**src/rtl/queue_drain_if.sv**
```systemverilog
`default_nettype none
// ============================================================================
// Module   : queue_drain_if
// Brief    : Byte-queue read port plus downstream valid/ready byte stream.
// Revision : 1.0 - initial release
// ============================================================================
interface queue_drain_if #(
    parameter int SIZE_W = 10
) ();
    logic [SIZE_W-1:0] q_size;
    logic              q_insert;
    logic [7:0]        q_data;
    logic              q_read;
    logic              m_valid;
    logic [7:0]        m_data;
    logic              m_ready;

    // master: the drain controller; slave: queue plus downstream consumer
    modport master (
        input  q_size, q_insert, q_data, m_ready,
        output q_read, m_valid, m_data
    );
    modport slave (
        output q_size, q_insert, q_data, m_ready,
        input  q_read, m_valid, m_data
    );
endinterface
`default_nettype wire

```
**src/rtl/queue_drain.sv**
```systemverilog
`default_nettype none
// ============================================================================
// Module   : queue_drain
// Brief    : Credit-based reader for the SRAM byte queue feeding a skid FIFO.
// Revision : 1.0 - initial release
// ============================================================================
module queue_drain #(
    parameter int SIZE_W       = 10,
    parameter int READ_LATENCY = 1,
    parameter int BUF_DEPTH    = 4
) (
    input  wire logic         clk,
    input  wire logic         rst,
    queue_drain_if.master     bus,
    output logic              busy,
    output logic [15:0]       drained_cnt
);
    localparam int c_PTR_W = $clog2(BUF_DEPTH);
    localparam int c_SUM_W = c_PTR_W + 2;

    logic [READ_LATENCY-1:0] r_tag;
    logic [7:0]              r_mem [BUF_DEPTH];
    logic [c_PTR_W-1:0]      r_wr_ptr;
    logic [c_PTR_W-1:0]      r_rd_ptr;
    logic [c_PTR_W:0]        r_count;
    logic [15:0]             r_drained;

    logic [c_SUM_W-1:0]      w_inflight;
    logic [c_SUM_W-1:0]      w_credit_used;
    logic                    w_read;
    logic                    w_push;
    logic                    w_pop;
    logic                    w_valid;

    always_comb begin
        w_inflight = '0;
        for (int i = 0; i < READ_LATENCY; i++) begin
            w_inflight = w_inflight + c_SUM_W'(r_tag[i]);
        end
    end

    // Every outstanding read owns a FIFO slot, so the FIFO can never overflow
    assign w_credit_used = w_inflight + c_SUM_W'(r_count);
    assign w_read  = !rst && !bus.q_insert && (bus.q_size != SIZE_W'(0))
                     && (w_credit_used < c_SUM_W'(BUF_DEPTH));
    assign w_push  = r_tag[READ_LATENCY-1];
    assign w_valid = (r_count != '0);
    assign w_pop   = w_valid && bus.m_ready;

    generate
        if (READ_LATENCY == 1) begin : g_tag_single
            always_ff @(posedge clk) begin
                if (rst) r_tag <= '0;
                else     r_tag <= w_read;
            end
        end else begin : g_tag_shift
            always_ff @(posedge clk) begin
                if (rst) r_tag <= '0;
                else     r_tag <= {r_tag[READ_LATENCY-2:0], w_read};
            end
        end
    endgenerate

    always_ff @(posedge clk) begin
        if (w_push) r_mem[r_wr_ptr] <= bus.q_data;
    end

    always_ff @(posedge clk) begin
        if (rst) begin
            r_wr_ptr  <= '0;
            r_rd_ptr  <= '0;
            r_count   <= '0;
            r_drained <= '0;
        end else begin
            if (w_push) r_wr_ptr <= r_wr_ptr + 1'b1;
            if (w_pop) begin
                r_rd_ptr  <= r_rd_ptr + 1'b1;
                r_drained <= r_drained + 16'd1;
            end
            case ({w_push, w_pop})
                2'b10:   r_count <= r_count + 1'b1;
                2'b01:   r_count <= r_count - 1'b1;
                default: r_count <= r_count;
            endcase
        end
    end

`ifndef SYNTHESIS
    always_ff @(posedge clk) begin
        if (!rst && w_push && !w_pop) begin
            assert (r_count != (c_PTR_W + 1)'(BUF_DEPTH))
                else $error("queue_drain: skid FIFO overflow");
        end
    end
`endif

    // Gate the head entry so the stream reads zero while the FIFO is empty
    assign bus.m_data  = w_valid ? r_mem[r_rd_ptr] : 8'h00;
    assign bus.m_valid = w_valid;
    assign bus.q_read  = w_read;
    assign busy        = (w_inflight != '0) || w_valid;
    assign drained_cnt = r_drained;
endmodule
`default_nettype wire

```
**src/flat_wrapper.sv**
```systemverilog
// flat-port wrapper written by rule: the top's interface ports become plain ports
module queue_drain_flat 
#(
    parameter int SIZE_W       = 10,
    parameter int READ_LATENCY = 1,
    parameter int BUF_DEPTH    = 4
)
  (clk, rst, busy, drained_cnt, bus_q_size, bus_q_insert, bus_q_data, bus_m_ready, bus_q_read, bus_m_valid, bus_m_data);
  queue_drain_if #(.SIZE_W(SIZE_W)) bus_i ();
  input  wire logic clk;
  input  wire logic rst;
  output logic busy;
  output logic [15:0] drained_cnt;
  input wire logic [$bits(bus_i.q_size)-1:0] bus_q_size;
  input wire logic [$bits(bus_i.q_insert)-1:0] bus_q_insert;
  input wire logic [$bits(bus_i.q_data)-1:0] bus_q_data;
  input wire logic [$bits(bus_i.m_ready)-1:0] bus_m_ready;
  output wire logic [$bits(bus_i.q_read)-1:0] bus_q_read;
  output wire logic [$bits(bus_i.m_valid)-1:0] bus_m_valid;
  output wire logic [$bits(bus_i.m_data)-1:0] bus_m_data;
  assign bus_i.q_size = bus_q_size;
  assign bus_i.q_insert = bus_q_insert;
  assign bus_i.q_data = bus_q_data;
  assign bus_i.m_ready = bus_m_ready;
  assign bus_q_read = bus_i.q_read;
  assign bus_m_valid = bus_i.m_valid;
  assign bus_m_data = bus_i.m_data;
  queue_drain #(.SIZE_W(SIZE_W), .READ_LATENCY(READ_LATENCY), .BUF_DEPTH(BUF_DEPTH)) u_core (.clk(clk), .rst(rst), .bus(bus_i), .busy(busy), .drained_cnt(drained_cnt));
endmodule
```
**config.mk**
```make
export PLATFORM = sky130hd
export DESIGN_NAME = queue_drain_flat
export DESIGN_NICKNAME = d
export VERILOG_FILES = /design/src/rtl/queue_drain_if.sv /design/src/rtl/queue_drain.sv /design/src/flat_wrapper.sv
export SDC_FILE = /design/constraint.sdc
export NUM_CORES = 1
export LEC_CHECK = 0
export BUFFER_PORTS_ARGS = -buffer_cell sky130_fd_sc_hd__buf_2
export CAP_MARGIN = 20
export CORE_MARGIN = 5
export CORE_UTILIZATION = 40
export CTS_CLUSTER_DIAMETER = 50
export DETAILED_ROUTE_END_ITERATION = 8
export HOLD_SLACK_MARGIN = 0.1
export SKIP_LAST_GASP = 1
export SYNTH_ARGS = -nofsm -noshare
export SYNTH_HDL_FRONTEND = slang
export SYNTH_SLANG_ARGS = --single-unit
```
**constraint.sdc**
```tcl
create_clock -name clk -period 3.6 [get_ports clk]
set_input_delay 0.9 -clock clk [delete_from_list [all_inputs] [get_ports clk]]
set_output_delay 0.9 -clock clk [all_outputs]
set_load 0.02 [all_outputs]
```
[After elaboration in Yosys (flattened, before gate mapping)]
Memories as Yosys holds them, arrays and structs flattened. A register that Yosys moved wholly into a read port is not among the register bits.
Index checks and enable logic that the tools add are counted.
Storage, ports and cells
  input port bits: 22
  output and inout port bits: 27
  memory bits (writable): 32
  bits in registers: 24
  memories kept: 1
Operators by class
  muxes and demuxes: 6
  $add $sub $neg: 6
  order comparisons: 1
  equality and inequality tests: 2
  reduce and logical (&&, ||, !) cells: 10
Memories
  u_core.r_mem: depth 4, width 8, rd ports 1, clocked after memory_dff 1, wr ports 1, RTL line queue_drain.sv:22  | logic [7:0] r_mem [BUF_DEPTH];
Operators with widths (number)
  $add 16x1->16 const B: 1
  $reduce_bool 10->1: 1
  $mux 8: 1
  $pmux 3 s2: 1
  $add 1x3->4: 1
  $add 2x1->2 const B: 2
  $logic_and 1x1->1: 4
  $lt 4x3->1 const B: 1
  $mux 2: 2
  $add 3x1->3 const B: 1
  $reduce_bool 3->1: 1
  $sub 3x1->3 const B: 1
  $eq 2x1->1 const B: 1
  $eq 2x2->1 const B: 1
  $logic_not 1->1: 2
  $mux 1: 2
  $reduce_bool 2->1: 1
  $logic_or 1x1->1: 1

[Logic depth before layout (Yosys ltp)]
Gate-level depths: netlist (run 1).
  word-level depth: 4
  depth in mapped cells: 8
  depth with buffers taken out: 8

[Worst setup path before layout (run 1)]
No wires, ideal clock.
  path kind: input to output
  start point: input port rst
  end point: output port bus_q_read
  path slack: 1.176 ns
  arrival: 1.524 ns
  buffers on the path: 1
  stages on the path: 3
  required time: 2.700 ns
  cells stage by stage: clkbuf_1 -> nor3_1 -> o311a_1
Between the ends
  cells in the longest elaborated chain, start to end: 4
Ends and longest elaborated chain
  start, declared: RTL line flat_wrapper.sv:11  | input wire logic rst;
  $logic_not 1->1: RTL line queue_drain.sv:44  | assign w_read = !rst && !bus.q_insert && (bus.q_size != SIZE_W'(0))
  $logic_and 1x1->1 (2 in series): RTL line queue_drain.sv:44
  $logic_and 1x1->1: RTL line queue_drain.sv:45  | && (w_credit_used < c_SUM_W'(BUF_DEPTH));
  end, declared: RTL line flat_wrapper.sv:18  | output wire logic [$bits(bus_i.q_read)-1:0] bus_q_read;
Every way passes these cells.

==> results of run 1 <==
per-layer routing:
| metal | share of wire | vias up | track usage |
|---|---|---|---|
| li1 | - | 800 | - |
| met1 | 0.45 | 763 | 0.1576 |
| met2 | 0.48 | 36 | 0.2089 |
| met3 | 0.047 | 6 | 0.05268 |
| met4 | 0.016 | 0 | 0.06695 |
| met5 | 0 | - | 0 |
cell usage in the layout, fill, tap and decap left out, types with 2 or more instances in the layout:
master	count
nand4_1	3
edfxtp_1	32
xor2_1	8
and2_1	5
xnor2_1	5
nand2_1	10
nand3_1	6
inv_1	8
o311a_1	2
ha_1	6
nor3_1	3
o31ai_1	4
or3_1	4
nor4_1	3
clkbuf_8	9
or4_1	4
mux4_2	8
buf_2	48
dfxtp_1	26
a21oi_1	10
clkinv_2	6
nor2b_1	8
o21ai_0	4
and4_1	2
nor2_1	17
logic make-up (layout without fill, tap and decap cells):
family,Yosys count,count (layout),synth area share
xor gates and xnor gates,13,13,0.04700
AOI/OAI and AO/OA,21,21,0.05475
buffers and inverters,15,74,0.02427
and+or+nand+nor,67,67,0.1446
adders and majority gates,7,7,0.03926
DFF,58,58,0.6116
muxes,9,9,0.07851
worst min path at each step:
stage | to | slack [ns] | depth (start not counted)
after floorplan | flop | 0.48 | 2
after global routing | u_core.drained_cnt[15] | 0.52 | 2
after CTS | u_core.drained_cnt[15] | 0.48 | 2
after detailed placement | u_core.drained_cnt[15] | 0.47 | 2
after global placement | u_core.drained_cnt[15] | 0.47 | 2
final | u_core.drained_cnt[15] | 0.48 | 2
critical path: stages, from the launching register on:
cell     delay (ns)
dfxtp_1        0.66
mux4_2         0.58
nor2b_1        0.14
buf_2          0.15
final cells by class:
class / count / area share
flip-flops and latches: 58 / 0.5068
multi-input cells: 117 / 0.3018
repair buffers: 49 / 0.08476
clock buffers: 9 / 0.04238
well taps: 75 / 0.03211
clock inverters: 7 / 0.02055
inverters: 9 / 0.01156
sequential cells by signal, indices dropped and copies added (netlist names), named ones only:
name / flops
u_core.r_tag: 1
u_core.r_mem: 32
u_core.r_rd_ptr: 2
u_core.drained_cnt: 16
u_core.r_count: 3
u_core.r_wr_ptr: 2
where the power goes:
part           switching, W  internal (W)  total [W]
Combinational      0.000277      0.000211   0.000488
Sequential        0.0000609      0.000750   0.000811
Clock              0.000247      0.000312   0.000559
per-stage QoR:
stage	std cells	setup WS, ns	util	hold slack [ns]	cell area [sq um]
global route	324	0.6676	0.4937	0.5232	2923
detailed placement	308	0.9271	0.4626	0.4721	2739
floorplan	190	1.177	-	0.4847	2422
CTS	324	0.7518	0.4937	0.4812	2923
finish	324	0.8399	0.4937	0.4833	2923
global placement	308	0.9459	0.4626	0.4701	2739
==> results.md, run 1 <==
* Top_reg_cell synth: edfxtp_1
* Yosys cell types at 30
* PD cells at approximately 640 nW/um^2
* Total global routing overflow at 0
* Synth Area per Inst at roughly 13 sq um
* Crit path to: bus_m_data[5]
* Root Driver: clkbuf_8
* Clk sinks at 58
* CTS tree: yes
* Number of setup buffers added after CTS at 0
* CP Launch Type: flop
* Largest net degree at the start of global routing at 26
* Drc violations at 0
* Initial antenna violation count at 0
* Die X at 87.82 microns
* Detailed-router iteration count before antenna repair at 4
* EDFF count, synth at 32
* Hold Buf Count CTS at 0
* Vias per cell at roughly 5.0
* Clock Latency Late Sink at 0.33 ns
* WP data required at ~2.7 ns
* First-pass GRT wire length at 7.562 mm
* FP Rows at 28
* RR Startpoint: u_core.r_count[0]
* Synthesis Warnings at 0
* Post-layout min period at ~2.8 ns
* Die H at ~88 microns
* DR WL/cell at 13.94 microns
* Resized cells post-CTS at 0
* Input/output buffers at 48
* Peak supply drop at 0.0003598 V
* Layout filler cell count at between 500 and 600
* Vias at 1605
* Max-slew headroom at the worst pin at 0.6436
* Multi-input gate area at about 880 sq um
* Final Hold Violating Endpoints at 0
* Sequential fraction of the synthesis area at 0.6116
* Cell with the most instances after synthesis: edfxtp_1
* GPL Wtd Cong at approximately 0.74
* Max Transition Viols Final at 0
* Inserted Diodes at 0
* Setup violations, final at 0
* R2R setup slack at between 1.5 and 2 ns
* Yosys top cell area share at 0.3967
* Kind of critical path: reg2out
* I/O Pins at 49
* Number of global-route vias before repair at about 1600
* Synth cell count leaders: edfxtp_1, dfxtp_1, nor2_1
* RSZ-0062 raised after global routing: false
* Min-delay src: u_core.drained_cnt[15]
* CTS Buffer Depth at 2
* Clk slew on worst S/H paths at 0.06 ns
* Leak at roughly 1.1 nW
* Top cells by area, synth: edfxtp_1, dfxtp_1, mux4_2, ha_1, xor2_1
* Max-cap violations at 0
* Routed wire length at around 4.5 mm
* CP arrival at around 1.9 ns
* H-tree depth at 3
* Area of the core at 5921 sq um
* Detail Placement HPWL at ~3 mm
* Pwr Total at 0.001858 W
* Area leader, netlist: edfxtp_1
* Post-layout net count at ~270
* Worst Skew at approximately 0.0060 ns
* R2r endpoint: u_core.r_count[2]
* Synth async-reset ratio at 0
* Mapped Cells at between 150 and 200
* Worst Path Max Fanout at 8
* Synthesized cell area at about 2400 sq um
* GRT Total Usage at 0.1327
* Final Cycle Share at 0.7667
* Synth Net Count at 219
* Worst-Margin Slew at 0.5338 ns
* Sum Neg Setup Slack at 0 ns
* Seq. cell area at approximately 1500 sq um
* Synth-to-Final Area Change at 20.66%
* Outcome: finished, final reports clean
* Die area at 7712 sq um
* Inserted Clock Buffers at 9
* Fmax at roughly 360 MHz
* Antenna-violating nets left at 0
* CP Capture Type: output pin
* First DRT Iteration DRCs at 78
* HP Class: reg2reg
* Flops & latches, synth at slightly below 60
* Fraction of layout cells with a size suffix above 1 at 0.3012
* Starting Density at 0.4091
* R2R depth at 8
No activity file was read; power rests on OpenSTA's default activity.
==> inputs of run 2 (changes only) <==
==> constraint.sdc (replaced) <==
create_clock -name clk -period 2.28 [get_ports clk]
set_input_delay 0.57 -clock clk [delete_from_list [all_inputs] [get_ports clk]]
set_output_delay 0.57 -clock clk [all_outputs]
set_load 0.02 [all_outputs]
==> run 2 against run 1 <==
Setup slack lost 0.74 ns. Via count is essentially flat. Global-route usage grew 0.32 points. Final cell count grew 0.93%. Sequential share of layout area shrank 0.79 points.
==> results.md, run 2 (synthesis gave the netlist of run 1 again) <==
* Post-layout min period at 2.181 ns
* Final Hold Violating Endpoints at 0 (unchanged)
* Worst Skew at 0.01005 ns (was 0.005964 ns)
* PD cells at 1024 nW/um^2 (was 635.6 nW/um^2)
* Input/output buffers at 48 (unchanged)
* CP arrival at 1.61 ns (was 1.86 ns)
* DR WL/cell at 14.22 microns (was 13.94 microns)
* Most frequent cells in the layout: buf_2, edfxtp_1, dfxtp_1, nor2_1 (unchanged)
* H-tree depth at 3 (unchanged)
* RR Startpoint: u_core.r_count[0] (unchanged)
* First-pass GRT wire length at 7.859 mm (was 7.562 mm)
* R2R depth at 8 (unchanged)
* Clk slew on worst S/H paths at 0.07 ns (was 0.06 ns)
* Setup violations, final at 0 (unchanged)
* Hold_ws at 0.4515 ns (was 0.4833 ns)
* Total global routing overflow at 0 (unchanged)
* Outcome: finished, final reports clean (unchanged)
* Inserted Diodes at 0 (unchanged)
* Die H at 87.82 microns (unchanged)
* Area of the core at 5921 sq um (unchanged)
* Die X at 87.82 microns (unchanged)
* Detailed-router iteration count before antenna repair at 4 (unchanged)
* GRT met3 Usage at 0.04892 (was 0.05268)
* Antenna-violating nets left at 0 (unchanged)
* Routed wire length at 4.650 mm (was 4.515 mm)
* Starting Density at 0.4091 (unchanged)
* Final worst setup slack at 0.09860 ns (was 0.8399 ns)
* Leak at 1.109 nW (was 1.105 nW)
* Hold depth at 1 (was 2)
* R2R setup slack at 0.40 ns (was 1.56 ns)
* Commonest non-fill, non-tap cell in the layout: buf_2 (unchanged)
* CP Capture Type: output pin (unchanged)
* Min-delay src: bus_q_data[2] (was u_core.drained_cnt[15])
* Fraction of layout cells with a size suffix above 1 at 0.3135 (was 0.3012)
* Most flop-heavy register: u_core.r_mem (unchanged)
* I/O Pins at 49 (unchanged)
* CTS tree: yes (unchanged)
* DP Cell Count at 311 (was 308)
* CP Launch Type: flop (unchanged)
* FP Rows at 28 (unchanged)
* Max-cap violations at 0 (unchanged)
* GRT Total Usage at 0.1359 (was 0.1327)
* Clock Latency Late Sink at 0.33 ns (about the same)
* CTS Buffer Depth at 2 (unchanged)
* GPL Wtd Cong at 0.7256 (was 0.7387)
* R2r endpoint: u_core.r_count[2] (unchanged)
* HP Class: in2reg (was reg2reg)
* Fmax at approximately 460 MHz
* Drc violations at 0 (unchanged)
* RSZ-0062 raised after global routing: false (unchanged)
* Met1 Usage GRT at 0.1698 (was 0.1576)
* First DRT Iteration DRCs at 42 (was 78)
* Clk sinks at 58 (unchanged)
* Synth-to-Final Area Change at 22.68% (was 20.66%)
* Vias per cell at 4.905 (was 4.954)
* Post-layout net count at 276 (was 273)
* WP data required at 1.71 ns (was 2.70 ns)
* Worst-Margin Slew at 0.4321 ns (was 0.5338 ns)
* Die area at 7712 sq um (unchanged)
* Final Cycle Share at 0.9568
* Detail Placement HPWL at 3.169 mm (was 3.078 mm)
* Worst Path Max Fanout at 8 (unchanged)
* Kind of critical path: reg2out (unchanged)
* Sum Neg Setup Slack at 0 ns (unchanged)
* Number of global-route vias before repair at 1658 (was 1610)
* Grt met2 use at 0.2103 (was 0.2089)
* Root Driver: clkbuf_8 (unchanged)
* Gr busiest metal: met2 (unchanged)
* Largest net degree at the start of global routing at 25 (was 26)
* Max-slew headroom at the worst pin at 0.7119 (was 0.6436)
* Layout filler cell count at 525 (was 555)
* Initial antenna violation count at 0 (unchanged)
* Peak supply drop at 0.0006686 V (was 0.0003598 V)
* Pre-CTS setup slack at 0.1782 ns (was 0.9271 ns)
* Max Transition Viols Final at 0 (unchanged)
* Inserted Clock Buffers at 9 (unchanged)
* Vias at 1604 (was 1605)
* Max reg flops at 32 (unchanged)
* Final cell count without fillers at 327 (was 324)
* Hold Crit Endpoint: u_core.r_mem[0][2] (was u_core.drained_cnt[15])
[run 2: cell types whose count changed in the layout (fill, tap and decap cells not counted)]
cell        before  now
clkinv_2         6    0
buf_4            1    3
dfxtp_2          0    1
dfxtp_1         26   25
inv_6            0    2
buf_8            0    1
clkinvlp_4       0    4
[run 2: how the worst max path moves through the flow]
| stage | to | slack [ns] | cells after the start |
|---|---|---|---|
| 3_3_place_gp | u_core.r_count[2] | 0.23 | 9 |
| 6_report | bus_m_data[5] | 0.1 | 4 |
| 5_1_grt | bus_m_data[1] | 0.01 | 4 |
| 2_1_floorplan | u_core.r_count[2] | 0.25 | 8 |
| 3_5_place_dp | u_core.r_count[2] | 0.18 | 9 |
| 4_1_cts | bus_m_data[5] | 0.01 | 4 |
[run 2: worst max-delay path: stages, from the launching register on]
cell and delay (ns):
dfxtp_2 0.34, buf_8 0.14, mux4_2 0.51, nor2b_1 0.14, buf_2 0.15
[run 2: stage by stage]
step,util,area (sq um),total power (W)
finish,0.5019,2972,0.003044
global route,0.5019,2972,0.003231
CTS,0.5004,2963,0.003080
detailed placement,0.4664,2761,0.002118
global placement,0.4664,2761,0.002108
floorplan,-,2422,0.001838
[run 2: power breakdown]
part / switching [W] / internal, W
sequential: 0.0000682 / 0.00119
clock: 0.000438 / 0.000511
combinational: 0.000475 / 0.000366
[run 2: layout make-up]
type / instances / area [sq um] / share of cell area
clock inverters: 7 / 77.57 / 0.02611
clock buffers: 9 / 123.9 / 0.04168
well taps: 75 / 93.84 / 0.03158
inverters: 9 / 33.78 / 0.01137
flip-flops and latches: 58 / 1483 / 0.4989
multi-input cells: 117 / 882.1 / 0.2968
repair buffers: 52 / 277.8 / 0.09347
[run 2: metal layers]
layer	vias to the layer above	routed length, microns	share of wire
met5	-	0	0
met4	0	41	0.0088
met3	5	289	0.062
met2	38	2204	0.47
met1	756	2114	0.45
li1	805	-	-
[run 2: timing repair]
action | 4_1_cts | 5_1_grt
gates resized for setup | 0 | 3
setup endpoints to repair | 0 | 8
setup buffers | 0 | 0
hold buffers | 0 | 0
